===== src/rtl/syn_pkg.sv =====
// syn_pkg: shared constants, parser/bit-layer state encodings and checksum helper for the time-sync receiver
package syn_pkg;
    localparam logic [7:0]  HDR0       = 8'hAA;
    localparam logic [7:0]  HDR1       = 8'h55;
    localparam logic [31:0] NS_PER_SEC = 32'd1_000_000_000;

    localparam logic [1:0] ST_HUNT1 = 2'd0;
    localparam logic [1:0] ST_HUNT2 = 2'd1;
    localparam logic [1:0] ST_SEC   = 2'd2;
    localparam logic [1:0] ST_CHK   = 2'd3;

    localparam logic [1:0] RX_IDLE  = 2'd0;
    localparam logic [1:0] RX_START = 2'd1;
    localparam logic [1:0] RX_DATA  = 2'd2;
    localparam logic [1:0] RX_STOP  = 2'd3;

    function automatic logic [7:0] xor4(input logic [31:0] s);
        return s[31:24] ^ s[23:16] ^ s[15:8] ^ s[7:0];
    endfunction
endpackage


===== src/rtl/syn_uart_rx.sv =====
// syn_uart_rx: 8N1 LSB-first receiver with input synchroniser, mid-bit sampling and stop-bit framing check
module syn_uart_rx
    import syn_pkg::*;
#(
    parameter int unsigned TBIT_CLKS = 1000
) (
    input  logic       clk_sys,
    input  logic       rst_n,
    input  logic       rx,
    output logic [7:0] rx_byte,
    output logic       byte_vld,
    output logic       frm_err
);
    localparam int CW = $clog2(TBIT_CLKS + 1);
    localparam logic [CW-1:0] HALF = CW'(TBIT_CLKS / 2);
    localparam logic [CW-1:0] FULL = CW'(TBIT_CLKS - 1);

    logic [2:0]    sync_q, sync_d;
    logic [1:0]    st_q, st_d;
    logic [CW-1:0] cnt_q, cnt_d;
    logic [2:0]    bit_q, bit_d;
    logic [7:0]    sh_q, sh_d;
    logic          vld_q, vld_d, err_q, err_d;
    logic          rx_s, rx_p;

    assign rx_s     = sync_q[1];
    assign rx_p     = sync_q[2];
    assign rx_byte  = sh_q;
    assign byte_vld = vld_q;
    assign frm_err  = err_q;

    // Bit timer: edge-start, half-bit start recheck, then one sample per bit period
    always_comb begin
        sync_d = {sync_q[1:0], rx};
        st_d   = st_q;
        cnt_d  = cnt_q + CW'(1);
        bit_d  = bit_q;
        sh_d   = sh_q;
        vld_d  = 1'b0;
        err_d  = 1'b0;
        case (st_q)
            RX_IDLE: begin
                cnt_d = '0;
                if (rx_p && !rx_s) st_d = RX_START;
            end
            RX_START: if (cnt_q == HALF) begin
                cnt_d = '0;
                bit_d = '0;
                st_d  = rx_s ? RX_IDLE : RX_DATA;
            end
            RX_DATA: if (cnt_q == FULL) begin
                cnt_d = '0;
                sh_d  = {rx_s, sh_q[7:1]};
                bit_d = bit_q + 3'd1;
                if (bit_q == 3'd7) st_d = RX_STOP;
            end
            default: if (cnt_q == FULL) begin
                st_d  = RX_IDLE;
                vld_d = rx_s;
                err_d = !rx_s;
            end
        endcase
    end

    // State registers; synchroniser resets to idle-high so reset release is not seen as a start edge
    always_ff @(posedge clk_sys or negedge rst_n) begin
        if (!rst_n) begin
            sync_q <= 3'b111;
            st_q   <= RX_IDLE;
            cnt_q  <= '0;
            bit_q  <= '0;
            sh_q   <= '0;
            vld_q  <= 1'b0;
            err_q  <= 1'b0;
        end else begin
            sync_q <= sync_d;
            st_q   <= st_d;
            cnt_q  <= cnt_d;
            bit_q  <= bit_d;
            sh_q   <= sh_d;
            vld_q  <= vld_d;
            err_q  <= err_d;
        end
    end
endmodule


===== src/rtl/syn_time_rx.sv =====
// syn_time_rx: sync-frame parser, local UTC/ns clock with frame load, holdover lock status and error counter
module syn_time_rx
    import syn_pkg::*;
#(
    parameter int unsigned TBIT_CLKS  = 1000,
    parameter int unsigned NS_PER_CLK = 10,
    parameter int unsigned LAT_NS     = 0,
    parameter int unsigned HOLD_SEC   = 4
) (
    input  logic        clk_sys,
    input  logic        rst_n,
    input  logic        rx_syn,
    output logic [31:0] utc_sec,
    output logic [31:0] now_ns,
    output logic        locked,
    output logic        frame_ok,
    output logic [7:0]  err_cnt
);
    localparam logic [31:0] GAP_CLKS = 32'(20 * TBIT_CLKS);

    logic [7:0]  rx_byte;
    logic        byte_vld, frm_err;
    logic [1:0]  st_q, st_d, idx_q, idx_d;
    logic [31:0] sec_q, sec_d, gap_q, gap_d, hold_q, hold_d;
    logic [31:0] utc_sec_q, utc_sec_d, now_ns_q, now_ns_d;
    logic        locked_q, locked_d, frame_ok_q, frame_ok_d;
    logic [7:0]  err_cnt_q, err_cnt_d;
    logic        in_chk, acc, ck_err, timeout, roll;
    logic [32:0] sum;

    syn_uart_rx #(.TBIT_CLKS(TBIT_CLKS)) u_rx (
        .clk_sys  (clk_sys),
        .rst_n    (rst_n),
        .rx       (rx_syn),
        .rx_byte  (rx_byte),
        .byte_vld (byte_vld),
        .frm_err  (frm_err)
    );

    assign utc_sec  = utc_sec_q;
    assign now_ns   = now_ns_q;
    assign locked   = locked_q;
    assign frame_ok = frame_ok_q;
    assign err_cnt  = err_cnt_q;

    // Frame parser with header resync and inter-byte gap watchdog
    always_comb begin
        in_chk  = byte_vld && st_q == ST_CHK;
        acc     = in_chk && rx_byte == xor4(sec_q);
        ck_err  = in_chk && rx_byte != xor4(sec_q);
        timeout = !byte_vld && st_q != ST_HUNT1 && gap_q >= GAP_CLKS - 32'd1;
        gap_d   = (byte_vld || st_q == ST_HUNT1) ? '0 : gap_q + 32'd1;
        st_d    = timeout ? ST_HUNT1 : st_q;
        sec_d   = sec_q;
        idx_d   = idx_q;
        if (byte_vld) begin
            case (st_q)
                ST_HUNT1: st_d = rx_byte == HDR0 ? ST_HUNT2 : ST_HUNT1;
                ST_HUNT2: begin
                    idx_d = '0;
                    st_d  = rx_byte == HDR1 ? ST_SEC : rx_byte == HDR0 ? ST_HUNT2 : ST_HUNT1;
                end
                ST_SEC: begin
                    sec_d = {sec_q[23:0], rx_byte};
                    idx_d = idx_q + 2'd1;
                    st_d  = idx_q == 2'd3 ? ST_CHK : ST_SEC;
                end
                default: st_d = ST_HUNT1;
            endcase
        end
    end

    // Time counter, holdover tracking and error counter; a frame load overrides the free-run step
    always_comb begin
        sum        = {1'b0, now_ns_q} + 33'(NS_PER_CLK);
        roll       = sum >= {1'b0, NS_PER_SEC};
        now_ns_d   = acc ? 32'(LAT_NS) : roll ? 32'(sum - {1'b0, NS_PER_SEC}) : sum[31:0];
        utc_sec_d  = acc ? sec_q : utc_sec_q + {31'd0, roll};
        hold_d     = acc ? '0 : (roll && hold_q < 32'(HOLD_SEC)) ? hold_q + 32'd1 : hold_q;
        locked_d   = acc ? 1'b1 : (roll && hold_d >= 32'(HOLD_SEC)) ? 1'b0 : locked_q;
        frame_ok_d = acc;
        err_cnt_d  = ((frm_err || ck_err || timeout) && err_cnt_q != 8'hFF) ? err_cnt_q + 8'd1 : err_cnt_q;
    end

    // All state registers
    always_ff @(posedge clk_sys or negedge rst_n) begin
        if (!rst_n) begin
            st_q       <= ST_HUNT1;
            idx_q      <= '0;
            sec_q      <= '0;
            gap_q      <= '0;
            hold_q     <= '0;
            utc_sec_q  <= '0;
            now_ns_q   <= '0;
            locked_q   <= 1'b0;
            frame_ok_q <= 1'b0;
            err_cnt_q  <= '0;
        end else begin
            st_q       <= st_d;
            idx_q      <= idx_d;
            sec_q      <= sec_d;
            gap_q      <= gap_d;
            hold_q     <= hold_d;
            utc_sec_q  <= utc_sec_d;
            now_ns_q   <= now_ns_d;
            locked_q   <= locked_d;
            frame_ok_q <= frame_ok_d;
            err_cnt_q  <= err_cnt_d;
        end
    end
endmodule


===== config.mk =====
export PLATFORM = sky130hd
export DESIGN_NAME = syn_time_rx
export DESIGN_NICKNAME = d
export VERILOG_FILES = /design/src/rtl/syn_pkg.sv /design/src/rtl/syn_uart_rx.sv /design/src/rtl/syn_time_rx.sv
export SDC_FILE = /design/constraint.sdc
export NUM_CORES = 1
export LEC_CHECK = 0
export BUFFER_PORTS_ARGS = -buffer_cell sky130_fd_sc_hd__buf_2
export CORE_MARGIN = 5
export CORE_UTILIZATION = 50
export CTS_CLUSTER_DIAMETER = 30
export DETAILED_ROUTE_END_ITERATION = 6
export GPL_TIMING_DRIVEN = 0
export PLACE_DENSITY = 0.68
export REMOVE_ABC_BUFFERS = 1
export SLEW_MARGIN = 20
export SYNTH_ARGS = -nofsm -noshare
export SYNTH_HDL_FRONTEND = slang
export SYNTH_SLANG_ARGS = --single-unit

===== constraint.sdc =====
create_clock -name clk_sys -period 7.5 [get_ports clk_sys]
set_input_delay 0.75 -clock clk_sys [delete_from_list [all_inputs] [get_ports clk_sys]]
set_output_delay 0.75 -clock clk_sys [all_outputs]
set_load 0.01 [all_outputs]

After elaboration in Yosys (flattened, before gate mapping)
Cells that the tools add are included.

Div/mod/pow operators: 0. Shift operators: 0. Bitwise logic cells: 3. Order comparisons: 4. Eq/ne operators: 18. Reduce and logical (&&, ||, !) cells: 28. Mux-type cells: 32. Add/subtract/negate cells: 9. Multipliers: 0.

Operators by type and width (count): $mux W32 (6); $add A32 B1 Y32 const B (2); $add A32 B4 Y33 const B (1); $ge A33 B30 Y1 const B (1); $add A32 B1 Y32 (1); $ge A32 B15 Y1 const B (1); $ge A32 B3 Y1 const B (1); $lt A32 B3 Y1 const B (1); $sub A32 B30 Y32 const B (1); $pmux W10 S3 (1); $xor A8 B8 Y8 (3); $mux W10 (2); $mux W2 (9); $pmux W2 S3 (2); $add A10 B1 Y10 const B (1); $eq A10 B10 Y1 const B (1); $eq A10 B9 Y1 const B (1); $reduce_bool A2 Y1 (5); $logic_and A1 B1 Y1 (9); $add A8 B1 Y8 const B (1); $eq A2 B2 Y1 const B (4); $eq A8 B7 Y1 const B (1); $eq A8 B8 Y1 (1); $eq A8 B8 Y1 const B (1); other kinds (19) (37).

Memories: 0. Bits in registers: 202. ROM bits: 0. Word-level logic and storage cells: 111. Latch bits: 0. Input bits: 3. Output and inout bits: 74. RAM bits: 0.

Longest topological paths before layout
Gate-level depths: netlist of run 1.

Word-level depth: 10. Depth in mapped cells: 25. Mapped depth without buffers: 23.

By module
A second synthesis of run 1 with hierarchy kept.

Cell total of the unflattened synthesis: 1028. Area, all modules: 10368.7 um^2.

By module, submodules not included: syn_time_rx (cells each 924, instances 1, seq. area each 4329.2 um^2, area an instance 9103.7 um^2); syn_uart_rx (cells each 104, instances 1, seq. area each 704.4 um^2, area an instance 1265.0 um^2).

Least setup slack after synthesis of run 1
Ideal clock, no wire load.

Path type: reg2reg. Start point: register now_ns_q[1], in the netlist now_ns[1]. End point: register utc_sec_q[28], in the netlist utc_sec[28]. Clock period less this slack: 4.272 ns. Cell stages (with the launch flop): 22. Slack: 3.228 ns. Required time: 7.417 ns. Buffers on the path: 0. Data arrival time: 4.190 ns. Library setup time: 0.083 ns. Path through: dfrtp_1 ha_1 o2111a_2 nand4_2 or3_4 and2_4 o221ai_2 a211o_2 o21ba_4 nor2_4 inv_1 ha_1 ha_1 nand3_1 nor2_1 nand2_1 nor2_1 nand3_1 nor2_1 nand4_1 xor2_1 o21ai_0.

Cells in the longest elaborated chain, start to end: 4.

Ends and longest elaborated chain: start, declared (line syn_time_rx.sv:25) `logic [31:0] utc_sec_q, utc_sec_d, now_ns_q, now_ns_d;`; start signal, assigned (line syn_time_rx.sv:105) `now_ns_q <= now_ns_d;`; $add A32 B4 Y33 (line syn_time_rx.sv:75) `sum = {1'b0, now_ns_q} + 33'(NS_PER_CLK);`; $ge A33 B30 Y1 (line syn_time_rx.sv:76) `roll = sum >= {1'b0, NS_PER_SEC};`; $add A32 B1 Y32 (line syn_time_rx.sv:78) `utc_sec_d = acc ? sec_q : utc_sec_q + {31'd0, roll};`; $mux W32 (line syn_time_rx.sv:78); via utc_sec_d[28] (line syn_time_rx.sv:25); end signal, assigned (line syn_time_rx.sv:104) `utc_sec_q <= utc_sec_d;`; end, declared (line syn_time_rx.sv:25).

The timed path passes the listed nets, and every way through them passes these cells. A chain may end at the register's enable or synchronous reset.

Final worst setup path of run 1
Start point: register now_ns_q[1], in the netlist now_ns[1]. End point: register utc_sec_q[30], in the netlist utc_sec[30].

The elaborated chain is that of the path after synthesis.

==> impl_summary.log, run 1 <==
[metrics] result of the run: complete, no violations
[metrics] clock sink count: approximately 200
[metrics] slew at the pin closest to its max-slew limit: around 0.95 ns
[metrics] Compound-Gate Fraction of Synth Area: 9.21%
[metrics] post-synthesis sequential element count: between 200 and 250
[metrics] full die area: around 0.024 sq mm
[metrics] Root Buffer Master: clkbuf_16
[metrics] mean routed wirelength per cell: between 15 and 20 microns
[metrics] I/O pins: slightly below 80
[metrics] Fmax achieved: 174 MHz
[metrics] Worst Setup Start Kind: flop
[metrics] Clock Skews: ~0.017 ns
[metrics] Post-Layout Cell Count: 1,448
[metrics] CTS H-Tree Depth: 2
[metrics] global route overflow: 0
[metrics] number of global-route vias before repair: around 7,900
[metrics] total number of yosys warnings: 0
[metrics] largest cells by area after synthesis: dfrtp_1 (47%), xnor2_1 (6.2%), xor2_1 (5.4%)
[metrics] sort of element at the end of the critical path: flop
[metrics] share of cell area taken by muxes after synthesis: between 5 and 6%
[metrics] biggest area consumer among synthesized cells: dfrtp_1
[metrics] final clock period utilization by the worst path: roughly 77%
[metrics] adder-cell area share of the yosys netlist: slightly above 2%
[metrics] most used flip-flop cell after synthesis: dfrtp_1
[metrics] Yosys cell types: between 80 and 90
[metrics] average cell area after synthesis: roughly 10 sq um
[metrics] filler instances: 1,737
[metrics] Final Max Tran Viols: 0
[metrics] FF+latch area: 0.00503 sq mm
[metrics] TritonCTS Buffers: 46
[metrics] Post-synth ARST share: between 90% and 100%
[metrics] Synth Area in XOR/XNOR: 11.6%
[metrics] number of buffers inserted to repair setup after CTS: 0
[metrics] CTS Hold Buffers Added: 0
[metrics] detailed-route via count: between 7,000 and 8,000
[metrics] Longest Clk Path Bufs: 3
[metrics] std cell rows: 53
[metrics] total wire length after detailed routing: approximately 23,000 microns
[metrics] largest family of logic cells by synthesized area: simple AND/OR/NAND/NOR gates
[metrics] area fraction in and, or, nand and nor cells after synthesis: a little over a fifth
[metrics] required time reported for the critical path endpoint: 7.93 ns
[metrics] placed cell count: 1,362
[metrics] ratio of cells with drive above 1 in the final layout: 20.8%
[metrics] clock transition at the registers of the reported paths: about 0.050 ns
[metrics] diode insertion count for antenna repair: 0
[metrics] most used standard cell by instance count after synthesis: dfrtp_1
[metrics] Cell Pwr Density: 258 mW/mm^2
[metrics] antenna violations before repair: 0
[metrics] post-CTS resize count: 0
[metrics] hold violation total from the final report: 0
[metrics] Pre-antenna DRT Iters: 5
[metrics] Net count, final: 1,155
[metrics] initial core utilization: about half
[metrics] Setup Crit Path Kind: reg2reg
[metrics] Worst Path Arrival: a little over 6 ns
[metrics] GRT Overall Usage: about a fifth
[metrics] total negative slack for setup checks: 0 ns
[metrics] initial drt markers: 432
[metrics] portion of synthesized cell area occupied by the leading cell type: between 40% and 50%
[metrics] wire length of the first global-routing pass: slightly below 40,000 microns
[metrics] DRC violation count after routing: 0
[metrics] maximum fanout along the worst path: 15
[metrics] cell area after synthesis: around 0.011 sq mm
[metrics] Post-Syn Instances: about 1,100
[metrics] clock insertion delay at the later pin of the skew report: around 0.53 ns
[metrics] area of the multi-input gates: 0.00525 sq mm
[metrics] Antenna Nets Post-Route: 0
[metrics] area overhead of the layout relative to synthesis: 21.7%
[metrics] count of input and output buffers: between 70 and 80
[metrics] worst min path class: in2async
[metrics] reg2reg setup slack: approximately 1.7 ns
[metrics] TritonCTS clock tree: built
[metrics] proportion of synthesized chip area in sequential cells: 47.7%
[metrics] Setup violations, final: 0
[metrics] routability cong.: around 0.92
[metrics] number of synthesized flops with an enable pin: 0
[metrics] die extent in x: roughly 160 microns
[metrics] y dimension of the die: between 150 and 200 microns
[metrics] vias per inst: approximately 5.5
[metrics] maximum number of pins on one net before global-route repair: 91
[metrics] Core Footprint: 0.0209 sq mm
[metrics] min cycle time layout: between 5 and 6 ns
[metrics] leakage dissipation: approximately 0.0058 uW
[metrics] Worst slew margin: around 36%
[metrics] Detailed Place HPWL: 15,200 microns
[metrics] number of maximum-capacitance constraint violations: 0
[metrics] most used standard cells in the synthesized netlist: dfrtp_1 (198), nor2_1 (105), nand2_1 (101), xnor2_1 (75), xor2_1 (65)
[metrics] peak supply drop: 0.189 mV
[metrics] setup repair after global routing missed its margin: no
[registers in the layout, summed over array words and instances (netlist names), 2 cells and up]
| register | flops |
|---|---|
| idx_q | 2 |
| u_rx.st_q | 2 |
| sec_q | 32 |
| st_q | 2 |
| err_cnt | 8 |
| u_rx.bit_q | 3 |
| u_rx.cnt_q | 10 |
| u_rx.sync_q | 3 |
| now_ns | 31 |
| hold_q | 32 |
| utc_sec | 32 |
| u_rx.rx_byte | 8 |
| gap_q | 32 |
[worst paths after layout]
check                          startpoint  cells past startpoint        endpoint
hold / removal                      rst_n                      1     utc_sec[25]
min in group clk_sys               rx_syn                      1  u_rx.sync_q[0]
setup / recovery                now_ns[1]                     19     utc_sec[30]
max in group asynchronous           rst_n                      3      now_ns[23]
hold reg to reg            u_rx.sync_q[0]                      0  u_rx.sync_q[1]
setup reg to reg                now_ns[1]                     19     utc_sec[30]
[worst max-delay path, cell delays in order (launching register included)]
cell and delay (ns):
dfrtp_1 0.49, ha_1 0.35, o2111a_2 0.37, nand2_1 0.20
nor2_1 0.45, o21ai_0 0.20, a31oi_2 0.82, nor2_4 0.24
inv_1 0.25, ha_1 0.20, ha_1 0.21, nand3_1 0.14
nor2_1 0.24, nand2_1 0.08, nor2_1 0.39, nand3_1 0.21
nor2_1 0.31, nand4_1 0.17, xor2_1 0.17, o21ai_0 0.17
[layout by cell type, fill, tap and decap left out, types with 8 or more instances in the layout]
cell       instances
o21a_1             8
dfrtp_1          198
and3_1            24
clkinv_2           9
ha_1              17
inv_6              8
xor2_1            65
nor2_1           105
buf_2             74
clkbuf_16         46
nor3_1            29
nand4_1           18
nor4_1            19
o21ai_0           51
bufinv_16          8
o21ai_1            9
mux2_2            43
inv_1             18
nand3_1           44
xnor2_1           75
nand2_1          100
nor2b_1           37
a21oi_1           21
[power by group]
group / switching (uW) / internal [uW] / total [uW]
registers: 22.2 / 1110 / 1130
logic: 41.7 / 26.6 / 68.4
clock network: 670 / 1450 / 2120
total: 734 / 2580 / 3320
[routing by layer]
metal  up-vias  GRT usage, %  share of wire [%]
met3        50          3.17                5.1
met2       204          30.0                 46
met1      3859          27.5                 47
met5         -             0                  0
met4         0          6.42                2.4
li1       3871             -                  -
[final cells by class]
type	instances	share of cell area, %
multi-input cells	789	40.9
flip-flops and latches	201	39.2
clock buffers	50	9.31
clock inverters	36	3.74
repair buffers	79	3.74
well taps	275	2.68
inverters	18	0.526
[logic make-up after synthesis]
| family | Yosys count |
|---|---|
| multiplexers | 48 |
| AO/OA/AOI/OAI | 145 |
| buffers and inverters | 61 |
| adder cells (fa/ha/maj) | 17 |
| other | 1 |
| AND/OR/NAND/NOR | 438 |
| XOR/XNOR | 140 |
| flip-flops | 201 |
[per-stage QoR]
stage | worst slack, ns | instance area, sq um | total power (uW) | util [%] | hold slack (ns)
after floorplan | 2.97 | 10300 | 1180 | - | 0.345
after global routing | 1.23 | 12900 | 3430 | 61.5 | 0.0849
after CTS | 1.76 | 12900 | 3360 | 61.5 | 0.0705
after global placement | 1.71 | 11100 | 1210 | 53.0 | 0.346
after detailed placement | 1.80 | 11200 | 1220 | 53.5 | 0.348
final | 1.74 | 12900 | 3320 | 61.5 | 0.0771
Power figures use the tool's default switching activity.
==> inputs of run 2 (changes only) <==
- PLACE_DENSITY: 0.68 -> 0.71
- clock period: 7.5 -> 4.9 ns (I/O delays scaled with it)
==> impl_summary.log, run 2 (same netlist as run 1, synthesis figures left out) <==
[metrics] result of the run: complete, no violations (unchanged)
[metrics] routability cong.: 0.915 (was 0.919)
[metrics] diode insertion count for antenna repair: 0 (unchanged)
[metrics] worst path bufs/invs: 1 (unchanged)
[metrics] stages on the worst setup path: 21 (was 19)
[metrics] initial drt markers: 431 (was 432)
[metrics] Worst slew margin: 48.0% (was 36.4%)
[metrics] Setup violations, final: 0 (unchanged)
[metrics] FF+latch area: 0.00505 sq mm (was 0.00503 sq mm)
[metrics] Root Buffer Master: clkbuf_16 (unchanged)
[metrics] Final Max Tran Viols: 0 (unchanged)
[metrics] library cell appearing most often on the critical path: nor2_4 (was nor2_1)
[metrics] filler instances: 1,709 (was 1,737)
[metrics] hold violation total from the final report: 0 (unchanged)
[metrics] maximum fanout along the worst path: 9 (was 15)
[metrics] total wire length after detailed routing: 23,000 microns (about the same)
[metrics] vias per inst: 5.55 (was 5.51)
[metrics] sort of element at the end of the critical path: flop (unchanged)
[metrics] Cell Pwr Density: 369 mW/mm^2 (was 258 mW/mm^2)
[metrics] Antenna Nets Post-Route: 0 (unchanged)
[metrics] number of maximum-capacitance constraint violations: 0 (unchanged)
[metrics] detailed-route via count: 8,049 (was 7,984)
[metrics] slew at the pin closest to its max-slew limit: 0.778 ns (was 0.950 ns)
[metrics] min cycle time layout: 4.66 ns (was 5.76 ns)
[metrics] commonest cells after routing, fill and taps aside: dfrtp_1 (188), nor2_1 (101), nand2_1 (99) (was dfrtp_1 (198), nor2_1 (105), nand2_1 (100))
[metrics] Fmax achieved: 215 MHz (was 174 MHz)
[metrics] mean routed wirelength per cell: 15.9 microns (about the same)
[metrics] source of the worst register-to-register timing path: now_ns[1] (unchanged)
[metrics] depth of the worst hold-timing path: 1
[metrics] critical path startpoint: now_ns[1] (unchanged)
[metrics] kind of cell adding the most delay to the critical path: simple AND/OR/NAND/NOR gates (unchanged)
[metrics] Core Footprint: 0.0209 sq mm (unchanged)
[metrics] final clock period utilization by the worst path: 95.1% (was 76.8%)
[metrics] area overhead of the layout relative to synthesis: 22.1% (was 21.7%)
[metrics] DRC violation count after routing: 0 (unchanged)
[metrics] die extent in x: 155 microns (unchanged)
[metrics] reg2reg path depth: 21 (was 19)
[metrics] wire length of the first global-routing pass: 39,200 microns (was 39,000 microns)
[metrics] worst hold margin: 0.0792 ns (was 0.0771 ns)
[metrics] peak supply drop: 0.421 mV (was 0.189 mV)
[metrics] TritonCTS Buffers: 44 (was 46)
[metrics] GRT Overall Usage: 19.3% (about the same)
[metrics] I/O pins: 77 (unchanged)
[metrics] Pre-antenna DRT Iters: 5 (unchanged)
[metrics] Net count, final: 1,162 (was 1,155)
[metrics] clock sink count: 201 (unchanged)
[metrics] Tot Pwr: 4760 uW (was 3320 uW)
[metrics] std cell rows: 53 (unchanged)
[metrics] leakage dissipation: 0.00580 uW (was 0.00585 uW)
[metrics] largest incremental delay on the critical path: 0.45 ns (was 0.82 ns)
[metrics] Worst Setup Start Kind: flop (unchanged)
[metrics] most common cell after layout, fill and taps aside: dfrtp_1 (unchanged)
[metrics] CTS H-Tree Depth: 2 (unchanged)
[metrics] antenna violations before repair: 0 (unchanged)
[metrics] worst setup margin: 0.242 ns (was 1.74 ns)
[metrics] y dimension of the die: 155 microns (unchanged)
[metrics] area of the multi-input gates: 0.00539 sq mm (was 0.00525 sq mm)
[metrics] HP Start: rx_syn
[metrics] CP max stage cell: dfrtp_2 (was a31oi_2)
[metrics] number of global-route vias before repair: 7,880 (was 7,906)
[metrics] global route overflow: 0 (unchanged)
[metrics] count of input and output buffers: 75 (unchanged)
[metrics] TritonCTS clock tree: built (unchanged)
[metrics] full die area: 0.0241 sq mm (unchanged)
[metrics] worst min path class: in2reg (was in2async)
[metrics] initial core utilization: 50.6% (unchanged)
[metrics] clock transition at the registers of the reported paths: 0.05 ns (about the same)
[metrics] clock insertion delay at the later pin of the skew report: 0.52 ns (was 0.53 ns)
[metrics] placement-stage worst setup slack: -0.771 ns (was 1.80 ns)
[metrics] Clock Skews: 0.0267 ns (was 0.0167 ns)
[metrics] maximum number of pins on one net before global-route repair: 97 (was 91)
[metrics] ratio of cells with drive above 1 in the final layout: 23.0% (was 20.8%)
[metrics] critical path cell sequence: ha_4, o2111a_2, nand4_2, or3_4, a21o_1, o221ai_2, a211o_4, o21ba_4, nor2_4, inv_2, ha_1, ha_1, nand3_1, nor2_2, nand2_1, nor2_4, nand3_1, nor2_4, nand4_1, xor2_1, o21ai_0 (was ha_1, o2111a_2, nand2_1, nor2_1, o21ai_0, a31oi_2, nor2_4, inv_1, ha_1, ha_1, nand3_1, nor2_1, nand2_1, nor2_1, nand3_1, nor2_1, nand4_1, xor2_1, o21ai_0)
[metrics] Detailed Place HPWL: 15,100 microns (was 15,200 microns)
[metrics] Longest Clk Path Bufs: 3 (unchanged)
[metrics] Setup Crit Path Kind: reg2reg (unchanged)
[metrics] Worst Path Arrival: 5.02 ns (was 6.20 ns)
[metrics] required time reported for the critical path endpoint: 5.26 ns (was 7.93 ns)
## run 2: final cells by class
cell class	instances	share of cell area [%]
repair buffers	88	4.21
clock buffers	55	9.40
well taps	275	2.67
multi-input cells	789	41.8
clock inverters	23	2.24
flip-flops and latches	201	39.1
inverters	18	0.524
## run 2: stage by stage
step / util, % / setup TNS (ns) / area (sq um) / cells
after floorplan: - / 0 / 10300 / 1008
after global placement: 53.0 / -31.70 / 11100 / 1358
after detailed placement: 53.5 / -8.66 / 11200 / 1361
after CTS: 61.0 / 0 / 12700 / 1442
after global routing: 61.7 / -0.0254 / 12900 / 1449
final: 61.7 / 0 / 12900 / 1449
## run 2: worst paths after layout
path,end,slack (ns)
setup / recovery,utc_sec[30],0.24
hold / removal,u_rx.sync_q[0],0.08
setup reg to reg,utc_sec[30],0.24
hold reg to reg,u_rx.sync_q[1],0.35
max in group asynchronous,gap_q[28],3.76
min in group asynchronous,utc_sec[25],0.40
## run 2: per-layer routing
metal / GRT usage [%] / up-vias / share of wire, %
met5: 0 / - / 0
met4: 5.17 / 0 / 2.0
met3: 3.87 / 39 / 5.2
met2: 30.4 / 205 / 46
met1: 27.5 / 3925 / 46
li1: - / 3880 / -
## run 2: what timing repair did
action | CTS | global route
hold endpoints to repair | 17 | 0
endpoints found under the setup margin | 22 | 13
gates resized for setup | 16 | 26
pin swaps | 3 | 5
setup buffers | 2 | 7
hold buffers | 1 | 0
## run 2: power breakdown
group	internal (uW)	leakage [uW]	total (uW)	switching [uW]
logic	41.6	0.00233	105	62.9
clock network	2010	0.000721	2930	917
registers	1700	0.00274	1730	31.6
==> inputs of run 3 (changes only) <==
- ABC_AREA: unset -> 1
- CORE_UTILIZATION: 50 -> 45
- PLACE_DENSITY: 0.71 -> unset
==> impl_summary.log, run 3 <==
[metrics] result of the run: complete, no violations (unchanged)
[metrics] met2 WL post-DR: 11,700 microns (was 10,700 microns)
[metrics] detailed-route via count: 9,121 (was 8,049)
[metrics] TritonCTS clock tree: built (unchanged)
[metrics] total wire length after detailed routing: 25,100 microns (was 23,000 microns)
[metrics] antenna violations before repair: 0 (unchanged)
[metrics] peak supply drop: 0.314 mV (was 0.421 mV)
[metrics] total non-filler cell area in the finished layout: 0.0134 sq mm (was 0.0129 sq mm)
[metrics] Worst Path Arrival: 4.96 ns (was 5.02 ns)
[metrics] hold violation total from the final report: 0 (unchanged)
[metrics] final clock period utilization by the worst path: 93.0% (was 95.1%)
[metrics] commonest cells after routing, fill and taps aside: nand2_1 (343), dfrtp_1 (195), inv_1 (180) (was dfrtp_1 (188), nor2_1 (101), nand2_1 (99))
[metrics] mean routed wirelength per cell: 13.6 microns (was 15.9 microns)
[metrics] area of the multi-input gates: 0.00507 sq mm (was 0.00539 sq mm)
[metrics] std cell rows: 56 (was 53)
[metrics] Worst Setup Start Kind: flop (unchanged)
[metrics] number of global-route vias before repair: 8,831 (was 7,880)
[metrics] initial drt markers: 486 (was 431)
[metrics] CTS H-Tree Depth: 2 (unchanged)
[metrics] clock insertion delay at the later pin of the skew report: 0.52 ns (about the same)
[metrics] library cell appearing most often on the critical path: nand2_1 (was nor2_4)
[metrics] Longest Clk Path Bufs: 3 (unchanged)
[metrics] routability cong.: 0.896 (was 0.915)
[metrics] maximum fanout along the worst path: 12 (was 9)
[metrics] Post-Syn Instances: 1,374 (was 1,051)
[metrics] Pre-antenna DRT Iters: 5 (unchanged)
[metrics] I/O pins: 77 (unchanged)
[metrics] reg2reg end: utc_sec[28] (was utc_sec[30])
[metrics] min cycle time layout: 4.56 ns (was 4.66 ns)
[metrics] initial core utilization: 45.9% (was 50.6%)
[metrics] Clock Skews: 0.0149 ns (was 0.0267 ns)
[metrics] biggest area consumer among synthesized cells: dfrtp_1 (unchanged)
[metrics] worst min path class: in2reg (unchanged)
[metrics] count of input and output buffers: 75 (unchanged)
[metrics] GRT Overall Usage: 18.8% (was 19.3%)
[metrics] detailed-route wire length on metal 1: 11,600 microns (was 10,700 microns)
[metrics] source of the worst register-to-register timing path: now_ns[1] (unchanged)
[metrics] Yosys cell types: 55 (was 81)
[metrics] FF+latch area: 0.00504 sq mm (was 0.00505 sq mm)
[metrics] total number of yosys warnings: 0 (unchanged)
[metrics] Routed met3 length: 1200 microns (unchanged)
[metrics] slew at the pin closest to its max-slew limit: 0.733 ns (was 0.778 ns)
[metrics] portion of synthesized cell area occupied by the leading cell type: 45.7% (was 46.9%)
[metrics] Root Buffer Master: clkbuf_16 (unchanged)
[metrics] required time reported for the critical path endpoint: 5.31 ns (was 5.26 ns)
[metrics] ratio of cells with drive above 1 in the final layout: 16.8% (was 23.0%)
[metrics] post-synthesis sequential element count: 201 (unchanged)
[metrics] die extent in x: 165 microns (was 155 microns)
[metrics] proportion of synthesized chip area in sequential cells: 46.5% (was 47.7%)
[metrics] most common cell after layout, fill and taps aside: nand2_1 (was dfrtp_1)
[metrics] total cell area at the placement stage: 0.0117 sq mm (was 0.0112 sq mm)
[metrics] filler instances: 2,215 (was 1,709)
[metrics] Cell Pwr Density: 372 mW/mm^2 (was 369 mW/mm^2)
[metrics] HP Start: rx_syn (unchanged)
[metrics] Setup Crit Path Kind: reg2reg (unchanged)
[metrics] diode insertion count for antenna repair: 0 (unchanged)
[metrics] depth of the worst hold-timing path: 1 (unchanged)
[metrics] TritonCTS Buffers: 48 (was 44)
[metrics] reg2reg path depth: 31 (was 21)
[metrics] placement-stage worst setup slack: -0.0900 ns (was -0.771 ns)
[metrics] Setup violations, final: 0 (unchanged)
[metrics] most used standard cell by instance count after synthesis: nand2_1 (was dfrtp_1)
[metrics] Detailed Place HPWL: 17,800 microns (was 15,100 microns)
[metrics] largest cells by area after synthesis: dfrtp_1 (46%), nand2_1 (12%), inv_1 (6.2%) (was dfrtp_1 (47%), xnor2_1 (6.2%), xor2_1 (5.4%))
[metrics] Fmax achieved: 219 MHz (was 215 MHz)
[metrics] clock sink count: 201 (unchanged)
[metrics] leakage dissipation: 0.00654 uW (was 0.00580 uW)
[metrics] number of maximum-capacitance constraint violations: 0 (unchanged)
[metrics] Post-synth ARST share: 100% (unchanged)
[metrics] area overhead of the layout relative to synthesis: 23.9% (was 22.1%)
[metrics] Final Max Tran Viols: 0 (unchanged)
[metrics] average cell area after synthesis: 7.88 sq um (was 10.0 sq um)
[metrics] most used flip-flop cell after synthesis: dfrtp_1 (unchanged)
[metrics] number of synthesized flops with an enable pin: 0 (unchanged)
[metrics] wire length of the first global-routing pass: 42,400 microns (was 39,200 microns)
[metrics] DRC violation count after routing: 0 (unchanged)
[metrics] Worst slew margin: 51.1% (was 48.0%)
[metrics] maximum number of pins on one net before global-route repair: 78 (was 97)
[metrics] Net count, final: 1,507 (was 1,162)
[metrics] endpoint with the worst hold slack: u_rx.sync_q[0] (unchanged)
[metrics] CP max stage cell: dfrtp_2 (unchanged)
[metrics] full die area: 0.0273 sq mm (was 0.0241 sq mm)
[metrics] largest incremental delay on the critical path: 0.43 ns (was 0.45 ns)
[metrics] vias per inst: 4.95 (was 5.55)
[metrics] cell area after synthesis: 0.0108 sq mm (was 0.0106 sq mm)
[metrics] Antenna Nets Post-Route: 0 (unchanged)
[metrics] highest metal used: met4 (unchanged)
[metrics] Core Footprint: 0.0236 sq mm (was 0.0209 sq mm)
[metrics] worst setup margin: 0.343 ns (was 0.242 ns)
[metrics] reg2reg setup slack: 0.34 ns (was 0.24 ns)
[metrics] y dimension of the die: 165 microns (was 155 microns)
[metrics] clock transition at the registers of the reported paths: 0.04 ns (was 0.05 ns)
[metrics] most used standard cells in the synthesized netlist: nand2_1 (346), dfrtp_1 (198), inv_1 (180), nor2_1 (131), o21ai_0 (105) (was dfrtp_1 (198), nor2_1 (105), nand2_1 (101), xnor2_1 (75), xor2_1 (65))
[metrics] sort of element at the end of the critical path: flop (unchanged)
[metrics] global route overflow: 0 (unchanged)
-- run 3: changes by cell type after synthesis, sizes merged, moves of 25 or more --
| cell | previous run | this run |
|---|---|---|
| a21oi | 21 | 46 |
| xnor2 | 75 | 25 |
| nor2b | 37 | 0 |
| nand2 | 102 | 362 |
| mux2 | 43 | 3 |
| o21ai | 60 | 116 |
| inv | 18 | 189 |
| nor2 | 107 | 152 |
-- run 3: how the worst max path moves through the flow --
stage | startpoint | end | slack (ns) | cells after the start
floorplan | sec_q[10] | now_ns[1] | 0.50 | 9
global placement | sec_q[15] | now_ns[6] | -1.89 | 9
detailed placement | now_ns[1] | utc_sec[28] | -0.09 | 31
CTS | now_ns[1] | utc_sec[28] | 0.04 | 31
global route | now_ns[1] | utc_sec[28] | -0.003 | 31
finish | now_ns[1] | utc_sec[28] | 0.34 | 31
-- run 3: critical path: cells and delay by family, from the launching register on --
kind	cells	cell delay, ns
AOI/OAI and AO/OA	1	0.11
xor gates and xnor gates	1	0.14
adders and majority gates	4	0.87
buffers and inverters	3	0.23
DFF	1	0.43
and+or+nand+nor	22	2.63
-- run 3: per-stage QoR --
| step | instances | power, uW | setup TNS, ns | util (%) | hold slack, ns |
|---|---|---|---|---|---|
| after floorplan | 1348 | 1820 | 0 | - | 0.194 |
| after global placement | 1742 | 1880 | -89.19 | 48.7 | 0.346 |
| after detailed placement | 1751 | 1890 | -0.0900 | 49.3 | 0.347 |
| after CTS | 1840 | 5070 | 0 | 56.3 | 0.0398 |
| after global routing | 1844 | 5210 | -0.00333 | 56.8 | 0.0363 |
| final | 1844 | 4990 | 0 | 56.8 | 0.0674 |
-- run 3: final cells by class --
cell class	count	area share, %
Clock buffer	61	9.76
Clock inverter	27	2.38
Inverter	191	5.34
Multi-Input combinational cell	957	37.8
Sequential cell	201	37.5
Tap cell	319	2.97
Timing Repair Buffer	88	4.23
-- run 3: layer usage --
layer,GRT usage (%),up-vias
met4,6.16,0
met5,0,-
met1,24.9,4234
met3,4.44,62
met2,30.5,151
li1,-,4674
-- run 3: logic make-up (layout without fill, tap and decap cells) --
logic type               count (synthesis)  count (layout)  share of synthesized area (%)
AND/OR/NAND/NOR                        671             672                           28.0
buffers and inverters                  217             367                           7.72
flip-flops                             201             201                           46.5
AO/OA/AOI/OAI                          193             193                           9.78
XOR/XNOR                                71              71                           5.74
adder cells (fa/ha/maj)                 17              17                           1.96
multiplexers                             3               3                          0.312
other                                    1               1                         0.0346
-- run 3: report_power, final --
part | switching, uW | total (uW) | internal, uW
logic | 109 | 153 | 43.6
registers | 18.8 | 1710 | 1690
clock network | 948 | 3140 | 2190
total | 1080 | 4990 | 3920
-- run 3: what timing repair did --
action                                  CTS  global route
pin swaps                                 0             4
resized for setup                         3            21
hold buffers                              1             0
setup buffers                             0             3
endpoints found under the hold margin    55             0
endpoints found under the setup margin    1             9
gates cloned                              0             1
